<file path="src/rtl/sync_pulse_meter.sv">
`default_nettype none
// ============================================================================
// Module   : sync_pulse_meter
// Purpose  : clk_b-domain consumer of an already-synchronized level. Rejects
//            high pulses shorter than MIN_W cycles, measures the high time of
//            each accepted pulse (saturating counter) and offers the result
//            through a one-entry valid/ready slot. Keeps a wrapping count of
//            loaded events and a sticky flag for pulses lost to a full slot.
// Ports    : clk         - clock (clk_b domain)
//            rst         - asynchronous active-high reset
//            signal_sync - synchronized input level
//            ready       - downstream consumes the slot when valid=1
//            valid       - slot holds an unconsumed measurement
//            width_out   - high time of the delivered pulse, in cycles
//            evt_cnt     - pulses loaded into the slot since reset
//            overflow    - sticky: an accepted pulse was dropped (slot full)
//            busy        - FSM is measuring a high phase
// Revision : 1.0 - initial release
// ============================================================================
module sync_pulse_meter #(
    parameter int CNT_W = 8,
    parameter int MIN_W = 2,
    parameter int EVT_W = 8
) (
    input  logic             clk,
    input  logic             rst,
    input  logic             signal_sync,
    input  logic             ready,
    output logic             valid,
    output logic [CNT_W-1:0] width_out,
    output logic [EVT_W-1:0] evt_cnt,
    output logic             overflow,
    output logic             busy
);

    localparam logic [CNT_W-1:0] C_CNT_MAX = '1;
    localparam logic [CNT_W-1:0] C_MIN_W   = CNT_W'(MIN_W);

    typedef enum logic [1:0] {
        S_ARM  = 2'd0,
        S_IDLE = 2'd1,
        S_HIGH = 2'd2
    } state_t;

    state_t           r_state;
    state_t           w_state_nxt;
    logic [CNT_W-1:0] r_cnt;
    logic [CNT_W-1:0] w_cnt_nxt;
    logic             r_busy;

    logic             r_valid;
    logic [CNT_W-1:0] r_width;
    logic [EVT_W-1:0] r_evt;
    logic             r_ovf;

    logic             w_decide;
    logic             w_accept;
    logic             w_slot_free;
    logic             w_load;
    logic             w_drop;

    // ------------------------------------------------------------------
    // Next-state / counter logic
    // ------------------------------------------------------------------
    always_comb begin
        w_state_nxt = r_state;
        w_cnt_nxt   = r_cnt;
        case (r_state)
            // A level already high when reset releases is ignored: wait
            // for a low sample before any pulse can be measured.
            S_ARM: begin
                w_cnt_nxt = '0;
                if (!signal_sync) begin
                    w_state_nxt = S_IDLE;
                end
            end
            S_IDLE: begin
                if (signal_sync) begin
                    w_state_nxt = S_HIGH;
                    w_cnt_nxt   = CNT_W'(1);
                end
            end
            S_HIGH: begin
                if (signal_sync) begin
                    if (r_cnt != C_CNT_MAX) begin
                        w_cnt_nxt = r_cnt + CNT_W'(1);
                    end
                end else begin
                    w_state_nxt = S_IDLE;
                    w_cnt_nxt   = '0;
                end
            end
            default: begin
                w_state_nxt = S_ARM;
                w_cnt_nxt   = '0;
            end
        endcase
    end

    // The first low sample while HIGH is the decision cycle; r_cnt then
    // holds the complete (possibly saturated) high time.
    assign w_decide    = (r_state == S_HIGH) && !signal_sync;
    assign w_accept    = w_decide && (r_cnt >= C_MIN_W);
    // Slot counts as free when the current entry is consumed this edge.
    assign w_slot_free = !r_valid || ready;
    assign w_load      = w_accept && w_slot_free;
    assign w_drop      = w_accept && !w_slot_free;

    // ------------------------------------------------------------------
    // State register
    // ------------------------------------------------------------------
    always_ff @(posedge clk or posedge rst) begin
        if (rst) begin
            r_state <= S_ARM;
            r_cnt   <= '0;
            r_busy  <= 1'b0;
        end else begin
            r_state <= w_state_nxt;
            r_cnt   <= w_cnt_nxt;
            r_busy  <= (w_state_nxt == S_HIGH);
        end
    end

    // ------------------------------------------------------------------
    // Output slot, event counter, sticky overflow
    // ------------------------------------------------------------------
    always_ff @(posedge clk or posedge rst) begin
        if (rst) begin
            r_valid <= 1'b0;
            r_width <= '0;
            r_evt   <= '0;
            r_ovf   <= 1'b0;
        end else begin
            if (w_load) begin
                r_valid <= 1'b1;
                r_width <= r_cnt;
                r_evt   <= r_evt + EVT_W'(1);
            end else if (r_valid && ready) begin
                r_valid <= 1'b0;
            end
            if (w_drop) begin
                r_ovf <= 1'b1;
            end
        end
    end

    assign valid     = r_valid;
    assign width_out = r_width;
    assign evt_cnt   = r_evt;
    assign overflow  = r_ovf;
    assign busy      = r_busy;

endmodule
`default_nettype wire

</file>
<file path="config.mk">
export PLATFORM = sky130hd
export DESIGN_NAME = sync_pulse_meter
export DESIGN_NICKNAME = d
export VERILOG_FILES = /design/src/rtl/sync_pulse_meter.sv
export SDC_FILE = /design/constraint.sdc
export NUM_CORES = 1
export LEC_CHECK = 0
export BUFFER_PORTS_ARGS = -buffer_cell sky130_fd_sc_hd__buf_2
export CAP_MARGIN = 20
export CORE_ASPECT_RATIO = 0.6
export CORE_MARGIN = 2
export CORE_UTILIZATION = 49
export CTS_CLUSTER_DIAMETER = 60
export DETAILED_ROUTE_END_ITERATION = 12
export PLACE_DENSITY = 0.85
export RECOVER_POWER = 25
export SLEW_MARGIN = 10
export SYNTH_ARGS = -nofsm -noshare
export SYNTH_HDL_FRONTEND = slang
export SYNTH_SLANG_ARGS = --single-unit
</file>
<file path="constraint.sdc">
create_clock -name clk -period 1.8 [get_ports clk]
set_input_delay 0.09 -clock clk [delete_from_list [all_inputs] [get_ports clk]]
set_output_delay 0.09 -clock clk [all_outputs]
set_load 0.03 [all_outputs]
</file>
==> results of run 1 <==
## worst register-to-register path, stage by stage, from the launching register on
cell and delay [ns]:
dfrtp_2 0.43, buf_6 0.13, nor4_4 0.04, buf_4 0.15, a2111oi_4 0.27, buf_4 0.20, buf_12 0.13, mux2_1 0.36
## registers in the layout (all words and copies together), names as in the netlist
signal	flops
width_out	8
busy	1
valid	1
overflow	1
r_cnt	8
r_state	2
evt_cnt	8
## routing by layer
layer / share of wire [%] / vias up / GRT usage (%)
li1: - / 554 / -
met1: 41 / 612 / 31.39
met2: 46 / 80 / 37.14
met3: 8.1 / 26 / 7.659
met4: 5.1 / 0 / 10.00
met5: 0 / - / 0
## repair_timing
item,CTS,global route
resized for setup,2,10
setup buffers,1,5
hold endpoints to repair,29,0
hold buffers,1,0
gates cloned,0,1
setup endpoints to repair,9,20
pin swaps,0,6
## cell usage after synthesis, types with 2 or more instances
cell / number / area (µm²)
a211oi_1: 2 / 15.01
a21oi_1: 4 / 20.02
and3_1: 3 / 18.77
buf_2: 4 / 20.02
dfrtp_1: 29 / 725.7
ha_1: 7 / 87.58
inv_1: 4 / 15.01
mux2_1: 3 / 33.78
mux2_2: 6 / 67.56
nand2_1: 10 / 37.54
nand2b_1: 3 / 18.77
nand3_1: 4 / 20.02
nand4_1: 7 / 43.79
nor2_1: 4 / 15.01
nor2b_1: 2 / 12.51
nor4_2: 2 / 25.02
o21ai_0: 6 / 30.03
o31ai_1: 5 / 37.54
xnor2_1: 6 / 52.55
## cell usage in the layout (no fill, tap or decap), types with 3 or more instances in the layout
cell type	n
dfrtp_1	27
buf_2	22
buf_4	14
nand2_1	10
nand4_1	7
xnor2_1	6
o21ai_0	6
mux2_2	6
clkbuf_8	6
o31ai_1	5
nor2_1	4
a21oi_1	4
ha_1	4
inv_2	3
nand2b_1	3
and3_1	3
nand3_1	3
## how the worst max path moves through the flow
stage,from,endpoint,slack [ns],cells after the start
5_1_grt,r_cnt[1]$_DFFE_PP0P_,width_out[0]$_DFFE_PP0P_,-0.08,7
3_5_place_dp,r_cnt[0]$_DFFE_PP0P_,width_out[7]$_DFFE_PP0P_,-0.07,6
4_1_cts,r_cnt[0]$_DFFE_PP0P_,evt_cnt[4]$_DFFE_PP0P_,0.004,7
3_3_place_gp,r_cnt[1]$_DFFE_PP0P_,width_out[7]$_DFFE_PP0P_,0.07,5
6_report,r_cnt[1]$_DFFE_PP0P_,width_out[0]$_DFFE_PP0P_,-0.04,7
2_1_floorplan,r_state[0]$_DFF_PP0_,width_out[0]$_DFFE_PP0P_,-0.003,7
## cell type report
type / count / share of cell area [%]
clock buffer: 6 / 4.294
clock inverter: 2 / 1.952
inverter: 5 / 0.9759
multi-input combinational: 89 / 37.28
sequential: 29 / 37.87
tap: 42 / 2.733
timing repair buffer: 41 / 14.90
## kinds of logic (layout without fill, tap and decap cells)
logic type	after synthesis	after routing	synth area share (%)
AO/OA/AOI/OAI	27	27	14.04
XOR/XNOR	7	7	4.221
adder cells (fa/ha/maj)	7	7	6.029
buffers and inverters	11	54	3.703
flip-flops	29	29	49.96
multiplexers	9	9	6.976
AND/OR/NAND/NOR	39	39	15.07
## power breakdown
part	switching (W)	leakage, nW	internal, W
Combinational	0.000334	0.476	0.000198
Sequential	0.0000611	0.396	0.000705
Clock	0.000262	0.0574	0.000449
Total	0.000657	0.930	0.00135
## per-stage QoR
step | hold WS (ns) | setup slack [ns] | utilization (%) | cells | setup TNS [ns]
after detailed placement | 0.1812 | -0.07091 | 58.99 | 199 | -0.3350
after CTS | 0.1003 | 0.003755 | 64.21 | 209 | 0
after global routing | 0.1252 | -0.08265 | 67.41 | 214 | -0.5680
final | 0.09918 | -0.04374 | 67.41 | 214 | -0.05588
after global placement | 0.1675 | 0.06936 | 58.99 | 199 | 0
after floorplan | 0.1681 | -0.002896 | - | 129 | -0.008653
==> impl_metrics.ini, run 1 <==
[run_status]
status = finished, violations left
failed_checks = setup timing

[clock_network]
clk_latency_ns = 0.29
root_buffer = clkbuf_8
numCtsBuffers = 5
cts_sinks = 29
clockBufferDepth = 2
path_clk_slew_ns = 0.07
htreeDepth = 2
cts_tree = done

[synthesis]
async_flop_share_pct = 100.0
synthFlopType = dfrtp_1
synth_cells = 129
netlist-cell-type-count = 37
syn-num-nets = 140
synthesis.area_mm2 = 0.001453
yosysWarnings = 0
synth-edff-count = 0
syn_avg_cell_area_um2 = 11.26
seq_area_frac_synth_pct = 49.96
synth-seq-cells = 29

[detailed_routing]
viasPerCell = 5.944
avgRoutedWirePerCell_um = 19.16
firstDrtPassIters = 4
ant_nets = 0
drt_iter0_markers = 125
drc_errors = 0
wl_mm = 4.100
num_vias = 1272

[floorplanning]
die_h_um = 46.18
num_rows = 15
die_area_mm2 = 0.003430
core_mm2 = 0.002853
die_w_um = 74.29
start_util_pct = 50.92
pin_count = 23

[worst_hold_path]
min_path_cells = 3
min_from = ready
hp-class = in -> reg
hold_end = valid$_DFFE_PP0P_

[critical_path]
r2r_setup_slack_ns = -0.04
reg2regPathDepth = 7
cp-start-kind = flip-flop
cp_num_buf_inv = 4
crit_path_frequent_cell = buf_4
cp-end-kind = flip-flop
critPathTopFamily = buffers and inverters
cp_data_required_time_ns = 1.95
reg2reg_from = r_cnt[1]$_DFFE_PP0P_
slowest_stage = dfrtp_2
crit_chain = buf_6, nor4_4, buf_4, a2111oi_4, buf_4, buf_12, mux2_1
crit_arrival_ns = 2.00
critPathKind = reg -> reg
cpPeakStageDelay_ns = 0.43
rr_endpoint = width_out[0]$_DFFE_PP0P_
cp_max_fo = 8

[cells_and_area]
nets = 182
syn_to_final_growth_pct = 32.39
multi_input_area_um2 = 716.9
fillers = 212
register_area_um2 = 728.2
fin_area_mm2 = 0.001923
antenna_cells = 0
drive_gt1_share_pct = 38.95

[sta]
rsz0062_at_grt = yes
worst_slack_ns = -0.04374
tightest_slew_ns = 0.7098
hold_viol_final = 0
finClkSkew_ns = 0.004612
period_share_pct = 102.4
setup_viol = 2
drv_slew = 0
fmax_ghz = 0.5424
slew_headroom_pct = 52.68
period_needed_ns = 1.844

[global_route]
antenna_found_initial = 0
grt_pass1_vias = 1111
grt_pass1_wl_mm = 5.637
grt_max_degree = 30
grt_overflow = 0
grt_usage_pct = 23.89

[place]
hpwl_mm = 2.551
port_buffers = 22
gp_congestion = 0.8664
dpl_cell_area_mm2 = 0.001683

[power]
leakagePower_nw = 0.9300
p_per_area_mw_per_mm2 = 1045
vdd_drop_max_mv = 0.7038
power_w = 0.002009

[flow_run]
maxCapViolations = 0
(Power assumes the default switching activity.)
==> inputs of run 2 (changes only) <==
--- a/config.mk
+++ b/config.mk
@@ -12,6 +12,7 @@
 export CORE_UTILIZATION = 49
 export CTS_CLUSTER_DIAMETER = 60
 export DETAILED_ROUTE_END_ITERATION = 12
+export HOLD_SLACK_MARGIN = 0.15
 export PLACE_DENSITY = 0.85
 export RECOVER_POWER = 25
 export SLEW_MARGIN = 10
==> run 2 against run 1 <==
The flow still finishes with violations (setup timing). Hold slack better by 0.14 ns. Power barely moved. Die area unchanged. Clock-buffer cell count did not move. Sequential power about the same. Non-clock buffer count grew 1. Clock power decreased by 0.6%. Final area grew 0.52%. Cell count grew 0.47%.
==> impl_metrics.ini, run 2 (synthesis gave the netlist of run 1 again) <==
[cells_and_area]
final_cells = 215
fin_util_pct = 67.76
final_cell_mix = dfrtp_1 (27), buf_2 (22), buf_4 (14), nand2_1 (10), nand4_1 (7)
antenna_cells = 0
drive_gt1_share_pct = 38.73
nets = 183
layout_commonest_cell = dfrtp_1
syn_to_final_growth_pct = 33.07

[detailed_routing]
num_vias = 1277
wl_mm = 4.130
dr_wl_met2_mm = 1.944
drt_iter0_markers = 141
avgRoutedWirePerCell_um = 19.21
ant_nets = 0
wl_met3_um = 285
firstDrtPassIters = 4
viasPerCell = 5.940
drc_errors = 0
wl_met1_mm = 1.699
top_layer_used = met4

[global_route]
grt_overflow = 0
antenna_found_initial = 0
grt_pass1_vias = 1116
grt_max_degree = 30
grt_usage_pct = 23.99
grt_pass1_wl_mm = 5.651

[critical_path]
critPathTopFamily = buffers and inverters
cp-start-kind = flip-flop
crit_arrival_ns = 1.99
cp_data_required_time_ns = 1.95
slowest_stage = dfrtp_2
cp-end-kind = flip-flop
crit_path_frequent_cell = buf_4
critPathKind = reg -> reg
cpPeakStageDelay_ns = 0.43
crit_chain = buf_6, nor4_4, buf_4, a2111oi_4, buf_4, buf_12, mux2_1
cp_num_buf_inv = 4
cp_max_fo = 8

[power]
p_sw_w = 0.0006556
leakagePower_nw = 0.9342
seqPwrFrac_pct = 38.1
power_w = 0.002009
vdd_drop_max_mv = 0.7028
power_frac_clock_pct = 35.3
intPower_w = 0.001353
swShare_pct = 32.63
pwr-share-comb_pct = 26.6
p_per_area_mw_per_mm2 = 1039

[sta]
finClkSkew_ns = 0.004170
setup_viol = 2
rsz0062_at_grt = yes
worst_slack_ns = -0.03707
fmax_ghz = 0.5443
period_needed_ns = 1.837
tightest_slew_ns = 0.7120
slew_headroom_pct = 52.53
hold_viol_final = 0
tns_ns = -0.04519
holdWs_ns = 0.2345
drv_slew = 0
period_share_pct = 102.1

[place]
port_buffers = 22
gp_congestion = 0.8664
hpwl_mm = 2.551
dp_cells = 199

[run_status]
status = finished, violations left
failed_checks = setup timing

[worst_hold_path]
hp-class = in -> reg

[floorplanning]
die_w_um = 74.29
num_rows = 15
pin_count = 23
die_h_um = 46.18
start_util_pct = 50.92
die_area_mm2 = 0.003430
core_mm2 = 0.002853

[clock_network]
cts_tree = done
path_clk_slew_ns = 0.07
root_buffer = clkbuf_8
numCtsBuffers = 5
cts_sinks = 29
clk_latency_ns = 0.28
htreeDepth = 2
clockBufferDepth = 2

[flow_run]
maxCapViolations = 0
[run 2: cell types whose count changed in the layout (fill, tap and decap cells not counted), sizes merged]
cell,previous run,this run
dlygate4sd3,1,2
[run 2: metrics by stage]
step	instance area (µm²)	worst slack (ns)
floorplan	1463	-0.002896
global placement	1683	0.06936
CTS	1842	0.003755
global route	1933	-0.08265
finish	1933	-0.03707
detailed placement	1683	-0.07091
[run 2: area by class of cell]
| cell class | instances | area (µm²) |
|---|---|---|
| fillers | 211 | 919.6 |
| flip-flops and latches | 29 | 728.2 |
| multi-input cells | 89 | 716.9 |
| repair buffers | 42 | 296.5 |
| clock buffers | 6 | 82.58 |
| well taps | 42 | 52.55 |
| clock inverters | 2 | 37.54 |
| inverters | 5 | 18.77 |
[run 2: timing repair]
action | 4_1_cts | 5_1_grt
resized for setup | 2 | 10
endpoints found under the hold margin | 31 | 0
cloned | 0 | 1
setup endpoints to repair | 9 | 20
pin swaps | 0 | 6
setup buffers | 1 | 5
hold buffers | 2 | 0
[run 2: path summary, 6_finish.rpt]
check | startpoint | to | slack, ns | depth (start not counted)
setup / recovery | r_cnt[1]$_DFFE_PP0P_ | width_out[0]$_DFFE_PP0P_ | -0.04 | 7
setup reg to reg | r_cnt[1]$_DFFE_PP0P_ | width_out[0]$_DFFE_PP0P_ | -0.04 | 7
min in group asynchronous | rst | width_out[3]$_DFFE_PP0P_ | 0.55 | 4
hold / removal | signal_sync | r_state[1]$_DFF_PP0_ | 0.23 | 3
hold reg to reg | evt_cnt[7]$_DFFE_PP0P_ | evt_cnt[7]$_DFFE_PP0P_ | 0.47 | 1
max in group asynchronous | rst | r_state[0]$_DFF_PP0_ | 0.76 | 4
[run 2: worst register-to-register path, stage by stage (launching register included)]
cell	delay [ns]
dfrtp_2	0.43
buf_6	0.13
nor4_4	0.04
buf_4	0.15
a2111oi_4	0.27
buf_4	0.20
buf_12	0.13
mux2_1	0.36
[run 2: routing by layer]
layer / vias to the layer above / GRT usage (%)
met4: 0 / 10.00
met2: 74 / 37.50
met1: 623 / 31.39
li1: 555 / -
met5: - / 0
met3: 25 / 7.659
[run 2: power groups by stage]
stage / Sequential [W] / Combinational, W / Clock [W]
4_1_cts: 0.000756 / 0.000468 / 0.000715
2_1_floorplan: 0.000801 / 0.000285 / 0
6_report: 0.000766 / 0.000534 / 0.000708
3_5_place_dp: 0.000766 / 0.000453 / 0
5_1_grt: 0.000769 / 0.000580 / 0.000745
3_3_place_gp: 0.000757 / 0.000422 / 0
